File: config.mk
export PLATFORM = sky130hd
export DESIGN_NAME = pipe_hazard_ctrl
export DESIGN_NICKNAME = d
export VERILOG_FILES = /design/src/rtl/pipe_hazard_ctrl.sv
export SDC_FILE = /design/constraint.sdc
export NUM_CORES = 1
export LEC_CHECK = 0
export ABC_AREA = 1
export ABC_CLOCK_PERIOD_IN_PS = 1500
export BUFFER_PORTS_ARGS = -buffer_cell sky130_fd_sc_hd__buf_2
export CAP_MARGIN = 20
export CELL_PAD_IN_SITES_DETAIL_PLACEMENT = 1
export CELL_PAD_IN_SITES_GLOBAL_PLACEMENT = 1
export CORE_AREA = 3 3 71 73
export CTS_CLUSTER_SIZE = 8
export DETAILED_ROUTE_END_ITERATION = 8
export DIE_AREA = 0 0 74 76
export PLACE_DENSITY = 0.79
export SETUP_SLACK_MARGIN = 0.15
export SLEW_MARGIN = 5
export SYNTH_ARGS = -nofsm -noshare
export SYNTH_HDL_FRONTEND = slang
export SYNTH_SLANG_ARGS = --single-unit
File: constraint.sdc
create_clock -name clk -period 1.5 [get_ports clk]
set_input_delay 0.075 -clock clk [delete_from_list [all_inputs] [get_ports clk]]
set_output_delay 0.075 -clock clk [all_outputs]
set_load 0.02 [all_outputs]
File: src/rtl/pipe_hazard_ctrl.sv
// rtl/pipe_hazard_ctrl.sv - pipeline sequencing, RAW interlock, memory hold and branch flush control
module pipe_hazard_ctrl #(
    parameter int STAGES    = 3,
    parameter int REG_AW    = 4,
    parameter int MEM_CW    = 4,
    parameter bit WB_BYPASS = 1'b1
) (
    input  logic              clk,
    input  logic              rst,
    input  logic              i_id_valid,
    input  logic [REG_AW-1:0] i_id_rs_a,
    input  logic [REG_AW-1:0] i_id_rs_b,
    input  logic              i_id_rs_a_en,
    input  logic              i_id_rs_b_en,
    input  logic [REG_AW-1:0] i_id_rd,
    input  logic              i_id_rd_en,
    input  logic [MEM_CW-1:0] i_id_mem_cycles,
    input  logic              i_branch_met,
    output logic [STAGES:0]   o_stall,
    output logic [STAGES-1:0] o_valid,
    output logic              o_flush,
    output logic              o_raw_hazard,
    output logic              o_mem_wait
);

    localparam int HZ_LAST = WB_BYPASS ? STAGES - 2 : STAGES - 1;

    logic [STAGES-1:0] valid_q, valid_d;
    logic [STAGES-1:0] rd_en_q, rd_en_d;
    logic [REG_AW-1:0] rd_q [STAGES];
    logic [REG_AW-1:0] rd_d [STAGES];
    // Only the EX entry needs its cycle count: it is consumed on the move into MEM.
    logic [MEM_CW-1:0] ex_mcyc_q, ex_mcyc_d;
    logic [MEM_CW-1:0] cnt_q, cnt_d;
    logic              flush_q, flush_d;

    logic mem_hold;
    logic branch_acc;
    logic raw_hit;

    always_comb begin
        raw_hit = 1'b0;
        for (int k = 0; k <= HZ_LAST; k++) begin
            if (valid_q[k] && rd_en_q[k] &&
                ((i_id_rs_a_en && (i_id_rs_a == rd_q[k])) ||
                 (i_id_rs_b_en && (i_id_rs_b == rd_q[k])))) begin
                raw_hit = 1'b1;
            end
        end
    end

    assign mem_hold     = (cnt_q != '0);
    assign branch_acc   = i_branch_met && valid_q[0] && !mem_hold;
    assign o_raw_hazard = i_id_valid && raw_hit;
    assign o_mem_wait   = mem_hold;
    assign o_valid      = valid_q;
    assign o_flush      = flush_q;

    always_comb begin
        o_stall = '0;
        if (mem_hold) begin
            o_stall[2:0] = 3'b111;
        end else if (o_raw_hazard && !branch_acc) begin
            o_stall[0] = 1'b1;
        end
    end

    always_comb begin
        valid_d   = valid_q;
        rd_en_d   = rd_en_q;
        rd_d      = rd_q;
        ex_mcyc_d = ex_mcyc_q;
        cnt_d     = cnt_q;
        flush_d   = 1'b0;
        if (mem_hold) begin
            cnt_d = cnt_q - MEM_CW'(1);
            for (int k = STAGES - 1; k >= 3; k--) begin
                valid_d[k] = valid_q[k-1];
                rd_en_d[k] = rd_en_q[k-1];
                rd_d[k]    = rd_q[k-1];
            end
            valid_d[2] = 1'b0;
            rd_en_d[2] = 1'b0;
            rd_d[2]    = '0;
        end else begin
            for (int k = STAGES - 1; k >= 1; k--) begin
                valid_d[k] = valid_q[k-1];
                rd_en_d[k] = rd_en_q[k-1];
                rd_d[k]    = rd_q[k-1];
            end
            if (valid_q[0] && (ex_mcyc_q > MEM_CW'(1))) begin
                cnt_d = ex_mcyc_q - MEM_CW'(1);
            end
            // A taken branch squashes ID even when it is also interlocked.
            if (branch_acc || o_raw_hazard) begin
                valid_d[0] = 1'b0;
                rd_en_d[0] = 1'b0;
                rd_d[0]    = '0;
                ex_mcyc_d  = '0;
            end else begin
                valid_d[0] = i_id_valid;
                rd_en_d[0] = i_id_rd_en;
                rd_d[0]    = i_id_rd;
                ex_mcyc_d  = i_id_mem_cycles;
            end
            flush_d = branch_acc;
        end
    end

    always_ff @(posedge clk) begin
        if (rst) begin
            valid_q   <= '0;
            rd_en_q   <= '0;
            for (int k = 0; k < STAGES; k++) begin
                rd_q[k] <= '0;
            end
            ex_mcyc_q <= '0;
            cnt_q     <= '0;
            flush_q   <= 1'b0;
        end else begin
            valid_q   <= valid_d;
            rd_en_q   <= rd_en_d;
            rd_q      <= rd_d;
            ex_mcyc_q <= ex_mcyc_d;
            cnt_q     <= cnt_d;
            flush_q   <= flush_d;
        end
    end

endmodule

==> flow_summary_export.csv <==
group,metric,value,unit
worst_setup_path,end_kind,"output port",
global_routing,antenna_found_initial,0,
synth,synth-edff-count,0,
clock_tree,cts_max_level,1,
global_routing,grt_pass1_wl,7690,um
floorplanning,initial_utilization,33.8,%
cells_and_area,syn_to_final_growth,44.6,%
floorplanning,ios,33,
sta,finalCritPeriodShare,114,%
worst_setup_path,start_kind,"flip-flop",
synth,ys_seq_area_share,29.5,%
detailed_routing,routed_via_density,4.71,
pwr,swShare,43.7,%
floorplanning,die_w,74,um
sta,hold_viol,0,
sta,min_period,1700,ps
pwr,leakagePower,1.04,nW
cells_and_area,fillCellCount,566,
synth,synth_top_cell_area_share,29.5,%
synth,netlist_top_cells_count,"59 x nand2_1, 25 x inv_1, 22 x dfxtp_1",
clock_tree,cts_root_buf,"clkbuf_8",
cells_and_area,design_area,0.00216,sq mm
worst_hold_path,worstHoldPathType,"in -> reg",
synth,ys_seq_elements,22,
synth,yosys_warnings,0,
placement,dpl-instance-area,0.00181,sq mm
worst_setup_path,cp.arrival,1630,ps
global_routing,grt_pass1_vias,1601,
pwr,powerDensity,1910,mW/mm^2
worst_setup_path,cp_num_buf_inv,3,
status,violations,"negative setup slack",
clock_tree,cts.reportedPaths.clkPinSlew,80,ps
floorplanning,die_y,76,um
clock_tree,clockBufferDepth,2,
cells_and_area,drive_above_1_share,54.6,%
synth,syn_inst,216,
pwr,ir_worst_vdd,0.831,mV
pwr,clock_power_share,10.8,%
global_routing,grt_max_degree,13,
floorplanning,dieArea,0.00562,sq mm
detailed_routing,via_count,1531,
worst_setup_path,crit_fanout,4,
synth,ys_top_cells_by_area,"dfxtp_1 30%, nand2_1 15%, nand3_2 6.7%",
sta,skew,1.62,ps
global_routing,grt_usage,17.2,%
detailed_routing,wl_per_cell,14.6,um
sta,max_freq,587,MHz
pwr,power_switching,0.00180,W
clock_tree,cts_num_sinks,22,
clock_tree,cts_made_buffers,3,
detailed_routing,drt_iter0_drc,41,
pwr,pwr-share-comb,65.1,%
placement,gp_congestion,0.777,
detailed_routing,first_pass_iters,4,
placement,io_buffers,31,
worst_setup_path,ff2ff_setup_slack,-140,ps
pwr,power,0.00412,W
worst_setup_path,crit_chain,"inv_2, ha_4, inv_2, or2_4, nor2_8, nand3_4, nand2_2, nand2_2, buf_6",
synth,synth_area,0.00149,sq mm
worst_setup_path,critPathTopFamily,"simple AND/OR/NAND/NOR gates",
global_routing,grt.overflow.total,0,
synth,yosysMostFrequentCell,"nand2_1",
clock_tree,insertion_delay,270,ps
detailed_routing,routed_wl,4750,um
pwr,seqPwrFrac,24.1,%
synth,synth.distinct_cells,30,
cells_and_area,antennaDiodeCount,0,
detailed_routing,drc_errors,0,
floorplanning,rows,24,
synth,synth.avg_cell_area,6.90,sq um
cells_and_area,final_util,48.9,%
synth,syn_nets,242,
detailed_routing,ant_nets,0,
job,maxCapViolations,0,
floorplanning,core_area,0.00441,sq mm
clock_tree,tritoncts,"built",
sta,setup_slack,-204,ps
sta,worst_hold_slack,118,ps
sta,setup_viol,25,
cells_and_area,nNetsFinal,300,
worst_setup_path,crit_type,"reg -> out",
status,status,"finished, violations left",
sta,setup_tns,-2430,ps
worst_setup_path,max_stage_delay,330,ps
synth,yosysTopAreaCell,"dfxtp_1",
pwr,internal_power,0.00232,W
sta,rsz0062_at_grt,"true",
synth,async_flop_share,0,%
worst_setup_path,slowest_stage,"dfxtp_2",
placement,dp_hpwl,3150,um
sta,final_max_slew_viol_count,0,
synth,synth_top_flop_cell,"dfxtp_1",
worst_setup_path,cp.required,1420,ps
==> cell usage in the layout, fill, tap and decap left out, types with 2 or more instances in the layout <==
master	synthesis	layout
buf_4	4	21
nor2_2	0	5
a21oi_1	6	5
buf_2	1	26
nand3_2	10	11
inv_4	1	3
clkbuf_8	0	4
nand3_1	5	4
dfxtp_4	0	3
buf_6	3	11
a21oi_2	10	11
nand2_2	9	16
xnor2_1	4	4
inv_2	10	15
nand2_1	59	50
buf_12	0	3
dfxtp_1	22	13
nor2_1	20	14
inv_1	25	18
nand2_4	0	2
ha_1	3	2
o21ai_0	10	7
o21ai_1	1	3
dfxtp_2	0	6
==> repair_timing <==
item                                   CTS  global route
gates resized for setup                 40            21
hold buffers                             0             0
endpoints found under the hold margin    0             0
setup endpoints to repair               25            27
pin swaps                               14            17
setup buffers                           11             3
gates cloned                             0             1
==> cells by family (layout without fill, tap and decap cells) <==
group	Yosys count	in the layout	share of synthesized area, %
flip-flops	22	22	29.5
adder cells (fa/ha/maj)	3	3	2.52
other	1	1	0.251
XOR/XNOR	4	4	2.35
AND/OR/NAND/NOR	110	110	36.7
AO/OA/AOI/OAI	31	31	14.5
buffers and inverters	45	102	14.1
==> path summary, 6_finish.rpt <==
| path | start | end | cells after the start |
|---|---|---|---|
| max | cnt_q[1] | o_stall[0] | 9 |
| min reg2reg | cnt_q[2] | cnt_q[2] | 2 |
| max reg2reg | cnt_q[1] | rd_q[9] | 12 |
| min | i_id_rd[1] | rd_q[9] | 5 |
==> through the flow <==
stage,cells,worst slack [ps]
floorplan,216,-6.04
global placement,306,8.21
detailed placement,306,-52.0
CTS,321,-220
global route,325,-280
finish,325,-204
==> power by group through the flow <==
stage | clock (W) | combinational [W] | sequential [W]
2_1_floorplan | 0 | 0.00147 | 0.000942
3_3_place_gp | 0 | 0.00198 | 0.000953
3_5_place_dp | 0 | 0.00205 | 0.000966
4_1_cts | 0.000454 | 0.00259 | 0.000975
5_1_grt | 0.000474 | 0.00293 | 0.00102
6_report | 0.000445 | 0.00268 | 0.000994
==> tightest hold or removal path, stage by stage <==
cell     delay, ps
buf_2          100
nand2_2         60
inv_2           30
nand3_2         50
a21oi_2         40
==> final cells by class <==
type / instances / area (sq um) / share of cell area [%]
Timing Repair Buffer: 62 / 497 / 23.0
Inverter: 36 / 143 / 6.61
Clock buffer: 4 / 55.1 / 2.55
Multi-Input combinational cell: 149 / 938 / 43.5
Tap cell: 52 / 65.1 / 3.02
Sequential cell: 22 / 459 / 21.3
==> metal layers <==
| metal | vias up | routed length, um | GRT usage, % |
|---|---|---|---|
| li1 | 776 | - | - |
| met1 | 716 | 2010 | 22.3 |
| met2 | 31 | 2500 | 29.4 |
| met3 | 8 | 164 | 2.24 |
| met4 | 0 | 76 | 4.53 |
| met5 | - | 0 | 0 |
==> sequential cells by signal, indices dropped and copies added (netlist names) <==
name       count
cnt_q          4
o_valid        3
o_flush        1
rd_q           8
ex_mcyc_q      4
rd_en_q        2
(Power assumes the default switching activity.)
